--- src/rtl/mem_access_ctrl.sv ---
// mem_access_ctrl: memory-stage controller placed right after the EX/M latch.
// Runs one data-cache transaction at a time and stalls the pipeline until dhit.
// Returns load data and keeps the LL/SC link register, which snoops invalidate.
// Build option: define ATOMIC_LLSC_EN to enable LL/SC link tracking. In the
// default build LL acts as a plain load and SC as a plain store reporting 1.
module mem_access_ctrl #(
  parameter int unsigned ADDR_W = 32,
  parameter int unsigned DATA_W = 32
) (
  input  logic              CLK,
  input  logic              RST,
  input  logic              req_valid,
  input  logic              req_ren,
  input  logic              req_wen,
  input  logic              req_atomic,
  input  logic [ADDR_W-1:0] req_addr,
  input  logic [DATA_W-1:0] req_store,
  input  logic              req_halt,
  input  logic              flush,
  output logic              dmemREN,
  output logic              dmemWEN,
  output logic [ADDR_W-1:0] dmemaddr,
  output logic [DATA_W-1:0] dmemstore,
  input  logic              dhit,
  input  logic [DATA_W-1:0] dmemload,
  input  logic              snoop_valid,
  input  logic [ADDR_W-1:0] snoop_addr,
  output logic              mem_stall,
  output logic              mem_done,
  output logic [DATA_W-1:0] load_data,
  output logic              halt_out
);

  localparam int unsigned WORD_W = ADDR_W - 2;

  typedef enum logic [1:0] {
    IDLE   = 2'd0,
    BUSY   = 2'd1,
    DONE   = 2'd2,
    HALTED = 2'd3
  } state_t;

  state_t            state, state_n;
  logic              op_atomic, op_atomic_n;
  logic              dmemREN_n, dmemWEN_n, mem_done_n, halt_out_n;
  logic [ADDR_W-1:0] dmemaddr_n;
  logic [DATA_W-1:0] dmemstore_n, load_data_n;
  logic              sc_fail;

`ifdef ATOMIC_LLSC_EN
  logic              link_valid, link_valid_n;
  logic [WORD_W-1:0] link_addr, link_addr_n;
  logic [WORD_W-1:0] snoop_word, cur_word;
  logic              snoop_hit_link, ll_commit, sc_commit;
  logic [1:0]        unused_snoop_lsb;

  assign snoop_word       = snoop_addr[ADDR_W-1:2];
  assign cur_word         = dmemaddr[ADDR_W-1:2];
  assign unused_snoop_lsb = snoop_addr[1:0];
  assign snoop_hit_link   = snoop_valid && (snoop_word == link_addr);
  // An SC fails on a stale link; a snoop hitting the link this same cycle wins.
  assign sc_fail   = !req_ren && req_atomic &&
                     !(link_valid && (link_addr == req_addr[ADDR_W-1:2]) && !snoop_hit_link);
  assign ll_commit = (state == BUSY) && dhit && dmemREN && op_atomic;
  assign sc_commit = (state == BUSY) && dhit && dmemWEN && op_atomic;

  // Link register next state: snoop clears, LL sets (a same-word snoop still wins), SC clears.
  always_comb begin
    link_valid_n = link_valid;
    link_addr_n  = link_addr;
    if (snoop_hit_link) link_valid_n = 1'b0;
    if (ll_commit) begin
      link_addr_n  = cur_word;
      link_valid_n = !(snoop_valid && (snoop_word == cur_word));
    end
    if (sc_commit) link_valid_n = 1'b0;
  end

  // Link register state.
  always_ff @(posedge CLK) begin
    if (RST) begin
      link_valid <= 1'b0;
      link_addr  <= '0;
    end else begin
      link_valid <= link_valid_n;
      link_addr  <= link_addr_n;
    end
  end
`else
  logic unused_snoop;

  assign unused_snoop = ^{snoop_valid, snoop_addr};
  assign sc_fail      = 1'b0;
`endif

  // Stall while a request waits to issue or a cache transaction is outstanding.
  assign mem_stall = ((state == IDLE) && req_valid && (req_ren || req_wen) && !flush && !halt_out)
                   || (state == BUSY);

  // Next-state and registered-output logic for the transaction FSM.
  always_comb begin
    state_n     = state;
    op_atomic_n = op_atomic;
    dmemREN_n   = dmemREN;
    dmemWEN_n   = dmemWEN;
    dmemaddr_n  = dmemaddr;
    dmemstore_n = dmemstore;
    load_data_n = load_data;
    halt_out_n  = halt_out;
    mem_done_n  = 1'b0;
    case (state)
      IDLE: begin
        if (flush) begin
          state_n = IDLE;
        end else if (req_valid && req_halt) begin
          state_n    = HALTED;
          halt_out_n = 1'b1;
        end else if (req_valid && (req_ren || req_wen)) begin
          if (sc_fail) begin
            load_data_n = '0;
            mem_done_n  = 1'b1;
            state_n     = DONE;
          end else begin
            dmemaddr_n  = req_addr;
            dmemstore_n = req_store;
            op_atomic_n = req_atomic;
            dmemREN_n   = req_ren;
            dmemWEN_n   = !req_ren;
            state_n     = BUSY;
          end
        end
      end
      BUSY: begin
        if (dhit) begin
          dmemREN_n  = 1'b0;
          dmemWEN_n  = 1'b0;
          mem_done_n = 1'b1;
          state_n    = DONE;
          if (dmemREN) begin
            load_data_n = dmemload;
          end else if (op_atomic) begin
            load_data_n = DATA_W'(1);
          end
        end
      end
      DONE:    state_n = IDLE;
      HALTED:  state_n = HALTED;
      default: state_n = IDLE;
    endcase
  end

  // State and output registers; reset aborts any transaction in flight.
  always_ff @(posedge CLK) begin
    if (RST) begin
      state     <= IDLE;
      op_atomic <= 1'b0;
      dmemREN   <= 1'b0;
      dmemWEN   <= 1'b0;
      dmemaddr  <= '0;
      dmemstore <= '0;
      load_data <= '0;
      mem_done  <= 1'b0;
      halt_out  <= 1'b0;
    end else begin
      state     <= state_n;
      op_atomic <= op_atomic_n;
      dmemREN   <= dmemREN_n;
      dmemWEN   <= dmemWEN_n;
      dmemaddr  <= dmemaddr_n;
      dmemstore <= dmemstore_n;
      load_data <= load_data_n;
      mem_done  <= mem_done_n;
      halt_out  <= halt_out_n;
    end
  end

endmodule

--- config.mk ---
export PLATFORM = sky130hd
export DESIGN_NAME = mem_access_ctrl
export DESIGN_NICKNAME = d
export VERILOG_FILES = /design/src/rtl/mem_access_ctrl.sv
export SDC_FILE = /design/constraint.sdc
export NUM_CORES = 1
export LEC_CHECK = 0
export CORE_UTILIZATION = 30
export CTS_CLUSTER_SIZE = 8
export DETAILED_ROUTE_END_ITERATION = 10
export PLACE_DENSITY = 0.73
export SYNTH_ARGS = -nofsm -noshare
export SYNTH_HDL_FRONTEND = slang
export SYNTH_SLANG_ARGS = --single-unit
--- constraint.sdc ---
create_clock -name CLK -period 2.45 [get_ports CLK]
set_input_delay 0.49 -clock CLK [delete_from_list [all_inputs] [get_ports CLK]]
set_output_delay 0.49 -clock CLK [all_outputs]
set_load 0.05 [all_outputs]
### After elaboration in Yosys (flattened, before gate mapping)

Index checks and enable logic that the tools add are counted.

* add/subtract/negate cells: 0
* bitwise gates (word level): 3
* shifts and indexed selects: 0
* equality and inequality tests: 8
* magnitude comparators: 0
* div/mod/pow operators: 0
* multiply operators: 0
* multiplexer cells: 17
* reductions and logical operators: 20

Operators with widths (number)
* 32-bit two-way mux: 2
* 1-bit two-way mux: 8
* 2-bit two-way mux: 4
* 2-bit one-hot mux with 4 select lines: 1
* 1-bit logical AND: 6
* 2-bit != test, second input constant: 3
* 3-bit AND reduction: 2
* 5-bit AND reduction: 1
* 2-bit equality test, second input constant: 2
* 4-bit by 2-bit != test with 1-bit output, second input constant: 1
* 1-bit one-hot mux with 2 select lines: 2
* 4-bit AND reduction: 1
* 2-bit nonzero test: 2
* 1-bit zero test: 3
* 1-bit NOT: 3
* 2-bit by 1-bit equality test with 1-bit output, second input constant: 1
* 2-bit zero test: 1
* 1-bit logical OR: 2
* 2-bit by 1-bit != test with 1-bit output, second input constant: 1
* 2-bit AND reduction: 1
* 2-bit OR reduction: 1

* bits in writable memories: 0
* output and inout bits: 101
* register bits: 103
* input bits: 138
* logic and storage cells: 57
* latch bits: 0
* ROM bits: 0
* memories kept: 0

### Logic depth before layout (Yosys ltp)

* depth in word-level cells: 6
* gate-level depth with buffers: 5
* gate-level depth less buffers: 3

### Least setup slack after synthesis

No wires, ideal clock.

* kind: register -> output
* start point: reg halt_out
* end point: out mem_stall
* arrival time: 1.832 ns
* path buffers: 0
* slack: 0.128 ns
* cell stages (with the launch flop): 3
* cell sequence: dfxtp_1 > or4b_1 > a21oi_1

* longest elaborated chain between the ends: 3

RTL lines
* start, declared: RTL line 31 `output logic halt_out`
* start signal, assigned: RTL line 173 `halt_out <= halt_out_n;`
* 1-bit zero test: RTL line 97 `assign mem_stall = ((state == IDLE) && req_valid && (req_ren || req_wen) && !flush && !halt_out)`
* 1-bit logical AND: RTL line 97
* 1-bit logical OR: RTL line 98 `|| (state == BUSY);`
* end, declared: RTL line 28 `output logic mem_stall,`

Every way passes these cells.

### Worst setup path after layout

* start point: in req_ren
* end point: out mem_stall

* longest elaborated chain between the ends: 5

RTL lines
* start, declared: RTL line 13 `input logic req_ren,`
* 1-bit logical OR: RTL line 97
* 1-bit logical AND (3 in a row): RTL line 97
* 1-bit logical OR: RTL line 98

Every way passes these cells.

==> flow_metrics.py <==
metrics = {
    "clock_tree": {
        "h-tree-depth": 3,
        "max-clock-path-buffers": 2,
        "cts.sinks": 103,
        "clkLatencyLatePin_ns": 0.34,
        "cts_tree": "built",
        "cts_buffers": 9,
        "hold_buffers": 0,
        "cts-root-buf": "clkbuf_16",
        "path_clk_slew_ns": 0.07,
    },
    "yosys": {
        "yosys.area.top_type": "dfxtp_1",
        "synth_fp_nets": 524,
        "syn_avg_cell_area_um2": 10.7,
        "seq_area_frac_synth_pct": 49.9,
        "synth_compound_area_share_pct": 7.48,
        "netlist_area_mm2": 0.00413,
        "synth_top_family_by_area": "simple AND/OR/NAND/NOR gates",
        "yosys.area.top_type_share_pct": 49.9,
        "yosys-mux-area-fraction_pct": 16.3,
        "ys_types": 23,
        "ys_ff_latch": 103,
        "synth-xor-area-share_pct": 0,
        "yosysWarnings": 0,
        "synthAdderAreaFrac_pct": 0,
        "synth.area.top_cells": "dfxtp_1 50%, nand2b_1 20%, mux2i_1 16%",
        "syn_inst": 386,
        "synth_simple_gate_area_share_pct": 23.0,
    },
    "floorplan": {
        "io_pins": 239,
        "die_y_um": 119,
        "die_w_um": 119,
        "num_rows": 42,
        "core_mm2": 0.0133,
        "dieArea_mm2": 0.0142,
        "initial_core_util_pct": 30.9,
    },
    "route": {
        "drt-pass1-iter-count": 4,
        "routed_via_density": 4.49,
        "ant_nets": 0,
        "wl_per_cell_um": 14.3,
        "drtIter0Drc": 151,
        "drc": 0,
        "drt_wl_total_mm": 11.0,
        "vias": 3451,
    },
    "cells_and_area": {
        "final_common_cell": "clkdlybuf4s50_1",
        "area_growth_pct": 64.6,
        "regArea_mm2": 0.00206,
        "drive_gt1_share_pct": 6.08,
        "final_cell_mix": "203 x clkdlybuf4s50_1, 131 x nand2b_1, 103 x dfxtp_1, 66 x mux2i_1, 31 x a22o_1",
        "multi_input_area_mm2": 0.00195,
        "nNetsFinal": 725,
        "num-fill-cells": 1196,
        "antennaDiodeCount": 0,
        "final_area_mm2": 0.00680,
        "instances_no_fill": 768,
    },
    "sta": {
        "hold_viol_final": 0,
        "layout_min_cycle_time_ns": 2.41,
        "setup_viol": 0,
        "maxSlewViolCount": 0,
        "worst_slew_pin_slew_ns": 0.547,
        "rsz0062_at_grt": "false",
        "finalClockSkew_ns": 0.00436,
        "finalCritPeriodShare_pct": 98.4,
        "slew_headroom_pct": 63.4,
        "max_freq_ghz": 0.415,
    },
    "global_route": {
        "grt_start_max_net_pins": 92,
        "grt_pass1_vias": 3524,
        "grt_usage_pct": 15.4,
        "grt_pass1_wl_mm": 17.3,
        "antenna_found_initial": 0,
        "gr-total-overflow": 0,
    },
    "worst_setup_path": {
        "crit_path_max_fanout": 2,
        "cp_slowest_stage_delay_ns": 0.50,
        "timing.rr.start": "state[1]",
        "cp-startpoint": "req_ren",
        "arrival_ns": 1.92,
        "crit_path_end_kind": "output pin",
        "cp_cell_sequence": "clkdlybuf4s50_1 -> nor2_1 -> or4b_1 -> a21oi_2 -> buf_12",
        "slowest_stage": "clkdlybuf4s50_1",
        "path_class": "in2out",
        "required_ns": 1.96,
        "critPathLaunchType": "input pin",
    },
    "min_path": {
        "hp-start": "dmemstore[19]",
        "min_path_type": "reg2reg",
    },
    "placed_design": {
        "gp_congestion": 0.742,
        "hpwl_mm": 8.08,
        "dp.cells": 752,
        "placed_cell_area_mm2": 0.00645,
        "io_buffers": 205,
    },
    "power_and_ir_drop": {
        "vdd_drop_max_v": 0.000346,
        "powerDensity_mw_per_mm2": 580,
        "p_leak_nw": 2.40,
    },
    "run_status": {
        "status": "finished, final reports clean",
    },
    "run": {
        "cap_violations": 0,
    },
}
## timing repair
action,CTS,global route
resized for setup,1,0
endpoints found under the setup margin,1,0
buffers inserted,0,0
## worst max-delay path: cells and delay by family
family,cells,cell delay [ns]
AND/OR/NAND/NOR,2,0.55
buffers and inverters,2,0.66
AO/OA/AOI/OAI,1,0.22
## state kept, by name, summed over array words and instances, names as in the netlist
signal and cells:
dmemWEN 1, halt_out 1, dmemREN 1, op_atomic 1, state 2, mem_done 1, dmemaddr 32, dmemstore 32
load_data 32
## kinds of logic after synthesis
logic type,after synthesis
AND/OR/NAND/NOR,149
flip-flops,103
multiplexers,67
AO/OA/AOI/OAI,38
buffers and inverters,29
## layer usage
layer / vias up / part of all wire [%] / wire, µm / global-route usage [%]
met4: 0 / 2.5 / 277 / 7.73
li1: 1697 / - / - / -
met2: 121 / 49 / 5340 / 26.3
met1: 1614 / 42 / 4630 / 17.7
met3: 19 / 6.7 / 734 / 4.21
met5: - / 0 / 0 / 0
## layout make-up
| type | count | area share [%] |
|---|---|---|
| Clock inverter | 6 | 1.58 |
| Tap cell | 176 | 3.24 |
| Sequential cell | 103 | 30.3 |
| Timing Repair Buffer | 218 | 32.6 |
| Inverter | 1 | 0.0552 |
| Multi-Input combinational cell | 254 | 28.7 |
| Clock buffer | 10 | 3.52 |
## path summary, 6_finish.rpt
kind              endpoint  slack [ns]  depth (start not counted)
max              mem_stall        0.04                          5
min          dmemstore[19]        0.47                          2
min reg2reg  dmemstore[19]        0.47                          2
max reg2reg   dmemaddr[27]        0.76                          5
## where the power goes
part | total, mW | leakage, nW | internal, mW | switching [mW]
sequential | 1.73 | 0.833 | 1.71 | 0.0213
clock | 1.64 | 0.168 | 1.02 | 0.622
combinational | 0.569 | 1.40 | 0.306 | 0.263
total | 3.94 | 2.40 | 3.04 | 0.906
## stage by stage
stage               hold slack, ns  setup slack [ns]  power, mW  TNS (ns)  util, %
finish                       0.472            0.0385       3.94         0     50.9
global route                 0.490          0.000894       4.09         0     50.9
CTS                          0.477            0.0378       4.00         0     50.9
detailed placement           0.459           -0.0146       2.34   -0.0146     48.3
global placement             0.458          -0.00433       2.33  -0.00433     48.3
floorplan                    0.444             0.128       2.05         0        -
## cells in the mapped netlist, drive strengths merged
master / n
a211oi: 1
a21oi: 5
a22o: 31
and3b: 1
buf: 7
clkbuf: 21
dfxtp: 103
inv: 1
mux2: 1
mux2i: 66
nand2: 1
nand2b: 131
nand3b: 2
nor2: 4
nor3: 2
nor3b: 4
nor4b: 1
o21ai: 1
or2: 1
or4b: 2
No activity file was read; power rests on OpenSTA's default activity.
